<file path="config.mk">
export PLATFORM = sky130hd
export DESIGN_NAME = pc_pipe_acc
export DESIGN_NICKNAME = d
export VERILOG_FILES = /design/src/rtl/pc_pipe_acc.sv
export SDC_FILE = /design/constraint.sdc
export NUM_CORES = 1
export LEC_CHECK = 0
export ABC_CLOCK_PERIOD_IN_PS = 3950
export CORE_ASPECT_RATIO = 0.7
export CORE_MARGIN = 5
export CORE_UTILIZATION = 30
export CTS_CLUSTER_SIZE = 20
export DETAILED_ROUTE_END_ITERATION = 6
export SYNTH_ARGS = -nofsm -noshare
export SYNTH_HDL_FRONTEND = slang
export SYNTH_SLANG_ARGS = --single-unit
</file>
<file path="constraint.sdc">
create_clock -name clk -period 3.95 [get_ports clk]
set_clock_uncertainty 0.15 [all_clocks]
set_input_delay 0.395 -clock clk [delete_from_list [all_inputs] [get_ports clk]]
set_output_delay 0.395 -clock clk [all_outputs]
set_load 0.1 [all_outputs]
</file>
<file path="src/rtl/pc_pipe_acc.sv">
// Pipelined popcount with valid/ready handshakes and per-packet saturating accumulation.
// Ports: clk, rst_n, in_valid/in_ready/in_data/in_last, out_valid/out_ready/out_count/out_sat.
module pc_pipe_acc #(
  parameter int N      = 15,
  parameter int STAGES = 2,
  parameter int ACC_W  = 8
) (
  input  logic             clk,
  input  logic             rst_n,
  input  logic             in_valid,
  output logic             in_ready,
  input  logic [N-1:0]     in_data,
  input  logic             in_last,
  output logic             out_valid,
  input  logic             out_ready,
  output logic [ACC_W-1:0] out_count,
  output logic             out_sat
);

  localparam int G  = (N + 14) / 15;
  localparam int XW = G * 15;
  localparam int CW = $clog2(N + 1);

  if (N < 1) begin : g_chk_n
    $error("pc_pipe_acc: N must be >= 1");
  end
  if (STAGES < 1 || STAGES > 4) begin : g_chk_s
    $error("pc_pipe_acc: STAGES must be 1..4");
  end
  if (ACC_W < CW) begin : g_chk_w
    $error("pc_pipe_acc: ACC_W too narrow");
  end

  function automatic logic [3:0] pop15(
    input logic [14:0] x
  );
    logic [3:0] r;
    r = '0;
    for (int i = 0; i < 15; i++) begin
      r = r + 4'(x[i]);
    end
    return r;
  endfunction

  logic adv;
  assign adv      = !out_valid || out_ready;
  assign in_ready = adv;

  logic [XW-1:0] din;
  assign din = XW'(in_data);

  logic [3:0] grp [G];
  always_comb begin
    for (int g = 0; g < G; g++) begin
      grp[g] = pop15(din[g*15 +: 15]);
    end
  end

  // Word descriptor entering the accumulator stage.
  logic          fin_v;
  logic          fin_l;
  logic [CW-1:0] fin_c;

  if (STAGES == 1) begin : g_one
    logic [CW-1:0] tot;
    always_comb begin
      tot = '0;
      for (int g = 0; g < G; g++) begin
        tot = tot + CW'(grp[g]);
      end
    end
    assign fin_v = in_valid;
    assign fin_l = in_last;
    assign fin_c = tot;
  end else begin : g_pipe
    logic          s1_v;
    logic          s1_l;
    logic [3:0]    s1_g [G];
    logic [CW-1:0] tot;

    always_ff @(posedge clk or negedge rst_n) begin
      if (!rst_n) begin
        s1_v <= 1'b0;
        s1_l <= 1'b0;
        for (int g = 0; g < G; g++) begin
          s1_g[g] <= '0;
        end
      end else if (adv) begin
        s1_v <= in_valid;
        s1_l <= in_last;
        for (int g = 0; g < G; g++) begin
          s1_g[g] <= grp[g];
        end
      end
    end

    always_comb begin
      tot = '0;
      for (int g = 0; g < G; g++) begin
        tot = tot + CW'(s1_g[g]);
      end
    end

    if (STAGES == 2) begin : g_two
      assign fin_v = s1_v;
      assign fin_l = s1_l;
      assign fin_c = tot;
    end else begin : g_deep
      localparam int D = STAGES - 2;
      logic          d_v [D];
      logic          d_l [D];
      logic [CW-1:0] d_c [D];

      always_ff @(posedge clk or negedge rst_n) begin
        if (!rst_n) begin
          for (int k = 0; k < D; k++) begin
            d_v[k] <= 1'b0;
            d_l[k] <= 1'b0;
            d_c[k] <= '0;
          end
        end else if (adv) begin
          d_v[0] <= s1_v;
          d_l[0] <= s1_l;
          d_c[0] <= tot;
          for (int k = 1; k < D; k++) begin
            d_v[k] <= d_v[k-1];
            d_l[k] <= d_l[k-1];
            d_c[k] <= d_c[k-1];
          end
        end
      end

      assign fin_v = d_v[D-1];
      assign fin_l = d_l[D-1];
      assign fin_c = d_c[D-1];
    end
  end

  // Accumulator stage.
  logic [ACC_W-1:0] acc;
  logic             sat_st;
  logic [ACC_W:0]   sum;
  logic [ACC_W-1:0] nt;
  logic             ns;

  always_comb begin
    sum = {1'b0, acc} + (ACC_W+1)'(fin_c);
    nt  = sum[ACC_W-1:0];
    ns  = sat_st;
    // Carry out means the total passed the all-ones ceiling.
    if (sum[ACC_W]) begin
      nt = '1;
      ns = 1'b1;
    end
  end

  always_ff @(posedge clk or negedge rst_n) begin
    if (!rst_n) begin
      acc       <= '0;
      sat_st    <= 1'b0;
      out_valid <= 1'b0;
      out_count <= '0;
      out_sat   <= 1'b0;
    end else if (adv) begin
      out_valid <= 1'b0;
      if (fin_v) begin
        if (fin_l) begin
          out_valid <= 1'b1;
          out_count <= nt;
          out_sat   <= ns;
          acc       <= '0;
          sat_st    <= 1'b0;
        end else begin
          acc    <= nt;
          sat_st <= ns;
        end
      end
    end
  end

endmodule

</file>
# Word level (Yosys, flattened, before mapping)
# Cells that the tools add are included.
# totals
output_inout_bits	11
word_cells	33
regBits	25
# classes
n_reduce_logical	4
n_addsub	15
muxes	6
# ops
operator	n
$add A4 B1 Y4	11
$mux W8	2
$add A8 B4 Y9	1
$add A3 B1 Y4	1
$mux W1	4
$add A2 B1 Y3	1
$reduce_and A3 Y1	1
$add A1 B1 Y2	1
$reduce_and A2 Y1	1
$logic_not A1 Y1	1
$logic_or A1 B1 Y1	1

# Longest topological paths before layout
# depth
ltp_word	14
depth_mapped	13
mapped_depth_nobuf	13

# Worst setup path after synthesis
# Ideal clock, no wire load.
# synth_timing
kind	input to register
from	in in_data[0]
to	reg g_pipe.s1_g[1] (netlist name)
path_stages	12
t_required_ns	3.709
arrival_time_ns	3.472
slack_ns	0.237
path_cell_list	inv_1 -> fa_1 -> inv_1 -> fa_1 -> fa_1 -> inv_1 -> fa_1 -> inv_1 -> fa_1 -> inv_1 -> fa_1 -> a21oi_1
# synth_between
elab_chain_len	14
# synth_rtl
element	line_no	text
start: declaration	12	input logic [N-1:0] in_data,
$add A1 B1 Y2	40	r = r + 4'(x[i]);
$add A2 B1 Y3	40	
$add A3 B1 Y4	40	
$add A4 B1 Y4 (11 in series)	40	
end signal: indexed assignment	92	s1_g[g] <= grp[g];
end: declaration	78	logic [3:0] s1_g [G];
# Every way passes these cells.
# A chain may end at the register's enable or synchronous reset.

# Final worst setup path
# layout_timing
from	in in_data[1]
to	reg g_pipe.s1_g[1] (netlist name)
# Same word-level chain as after synthesis.

==> reports/results.tsv <==
metric	value	unit
die_h	71.1	µm
clk_path_buf_depth	2	
cellPowerDensity	722	nW/µm²
worst_pin_slew	0.971	ns
routedWlPerCell	12.3	µm
fp-row-count	22	
period_minus_slack	3.85	ns
outcome	completed	
seq_power_share	0.280	
syn_inst	165	
critPathLaunchType	input pin	
crit_arrival	3.91	ns
die_area	6920	µm²
avgSynthCellArea	9.71	µm²
drc	0	
yosysWarnings	0	
dr.pass1.iters	4	
rsz0062_at_grt	true	
yosys.cell_count.top_type	inv_1	
syn_to_final_growth	26.3	%
initial_core_util	0.308	
drive_above_1_share	0.103	
synthTopCellsByCount	inv_1 (26), dfrtp_1 (25), a21oi_1 (15)	
power	1.46	mW
grt_max_degree	26	
fill_cells	506	
timing_hold_violations_final	0	
gr-total-overflow	0	
dp.final_hpwl	2600	µm
diodes	0	
p_comb_frac	0.617	
htreeDepth	1	
syn_area	1600	µm²
core_area	5200	µm²
ioPinCount	31	
finalSetupViolations	0	
synth_area_leaders	dfrtp_1 (39%), fa_1 (14%), inv_1 (6.1%)	
ir_drop	0.000421	V
hold_class	register to register	
finalMaxSlewViolations	0	
cts_hold_buffers	0	
max_cap_viol_count	0	
p_leak	0.909	nW
fin_crit_sh	0.975	
finalNonFillerCells	266	
relSlewSlack	0.351	
synth_ff_type	dfrtp_1	
antenna_left	0	
yosysUniqueCellTypes	37	
cts_setup_buffers	0	
cp_max_fo	2	
ys_seq_area_frac	0.391	
nets	232	
clk_latency	0.27	ns
crit_required	4.00	ns
cp-end-kind	register	
numClockSinks	25	
die_x	97.3	µm
synth_nets	202	
synth_seq_cells	25	
grt_pass1_wl	5750	µm
async_flop_share	1.00	
max_freq	260	MHz
p_switching	0.742	mW
synth_area_leader_cell	dfrtp_1	
pwr-share-clk	0.103	
root_buffer	clkbuf_8	
p_int	0.718	mW
drt-total-wl	3270	µm
drt_iter0_drc	44	
portBuffers	30	
vias_per_cell	4.54	
routed-via-count	1208	
grt_use_total	0.102	
synth_edf_count	0	
netlist.area_leader.share	0.391	
cts_buffers	3	
cts_tree	yes	
fin_tns_setup	0	ns
antenna_found_initial	0	
grt_pass1_vias	1192	
gp_congestion	0.766	
swShare	0.508	
path_clk_slew	0.09	ns
dp_cells	262	
setup.worst_path.class	input pin to register	
routing by layer:
layer	routed length, µm	track usage	share of wire	vias to the layer above
met2	1390	0.150	0.43	23
met3	152	0.0286	0.046	2
li1	-	-	-	617
met1	1710	0.150	0.52	566
met4	13	0.0184	0.0040	0
met5	0	0	0	-
per-stage QoR:
step	hold WS [ns]	setup WS (ns)	utilization	cell area, µm²
after floorplan	-0.0506	0.237	-	1600
after global placement	0.304	-0.271	0.379	1970
after detailed placement	0.307	-0.344	0.379	1970
after CTS	0.327	0.00553	0.387	2020
after global routing	0.371	-0.000304	0.389	2020
final	0.318	0.0995	0.389	2020
worst max-delay path: stages:
cell	delay, ns
clkdlybuf4s50_1	0.45
inv_1	0.05
fa_1	0.49
inv_1	0.05
fa_1	0.46
fa_1	0.49
inv_1	0.05
fa_1	0.49
inv_2	0.04
fa_2	0.34
inv_2	0.06
fa_2	0.42
a21oi_2	0.12
power by group through the flow:
stage,Clock (mW),Sequential (mW),Combinational (mW)
floorplan,0,0.630,0.475
finish,0.151,0.409,0.901
global placement,0,0.414,0.878
detailed placement,0,0.414,0.890
global route,0.170,0.424,1.01
CTS,0.157,0.409,0.902
cell type report:
class	count	area, µm²	share of cell area
timing repair buffer	32	308	0.152
clock buffer	4	45.0	0.0223
sequential	25	626	0.309
multi-input combinational	107	856	0.423
inverter	26	97.6	0.0483
tap	72	90.1	0.0446
cells in the final DEF (no fill, tap or decap), drive strengths merged, types with 4 or more instances in the layout:
| cell type | instances |
|---|---|
| a21oi | 16 |
| a31oi | 5 |
| clkbuf | 4 |
| clkdlybuf4s50 | 25 |
| dfrtp | 25 |
| dlygate4sd2 | 4 |
| fa | 11 |
| ha | 6 |
| inv | 26 |
| nand2 | 15 |
| nor2 | 12 |
| o21ai | 9 |
timing repair:
item	4_1_cts	5_1_grt
setup endpoints to repair	1	2
gates resized for setup	9	2
gates cloned	0	0
pin swaps	7	5
worst paths after layout:
check                                     from              to  slack (ns)  cells after the start
min in group asynchronous                rst_n    out_count[6]        0.33                      2
worst min register to register         out_sat         out_sat        0.32                      2
max in group asynchronous                rst_n  g_pipe.s1_g[3]        3.06                      2
worst max-delay path                in_data[1]  g_pipe.s1_g[1]         0.1                     13
worst max register to register  g_pipe.s1_g[0]          acc[2]        1.58                      7
worst min-delay path                   out_sat         out_sat        0.32                      2
kinds of logic after synthesis:
group | count (synthesis) | share of synthesized area
AND/OR/NAND/NOR | 37 | 0.105
buffers and inverters | 33 | 0.0805
multiplexers | 3 | 0.0203
XOR/XNOR | 2 | 0.0109
adder cells (fa/ha/maj) | 17 | 0.184
flip-flops | 25 | 0.391
AO/OA/AOI/OAI | 48 | 0.209
registers in the layout (all words and copies together) (netlist names):
register,flops
acc,8
out_count,8
g_pipe.s1_g,4
fin_l,1
fin_v,1
out_sat,1
out_valid,1
sat_st,1
(Power assumes the default switching activity.)
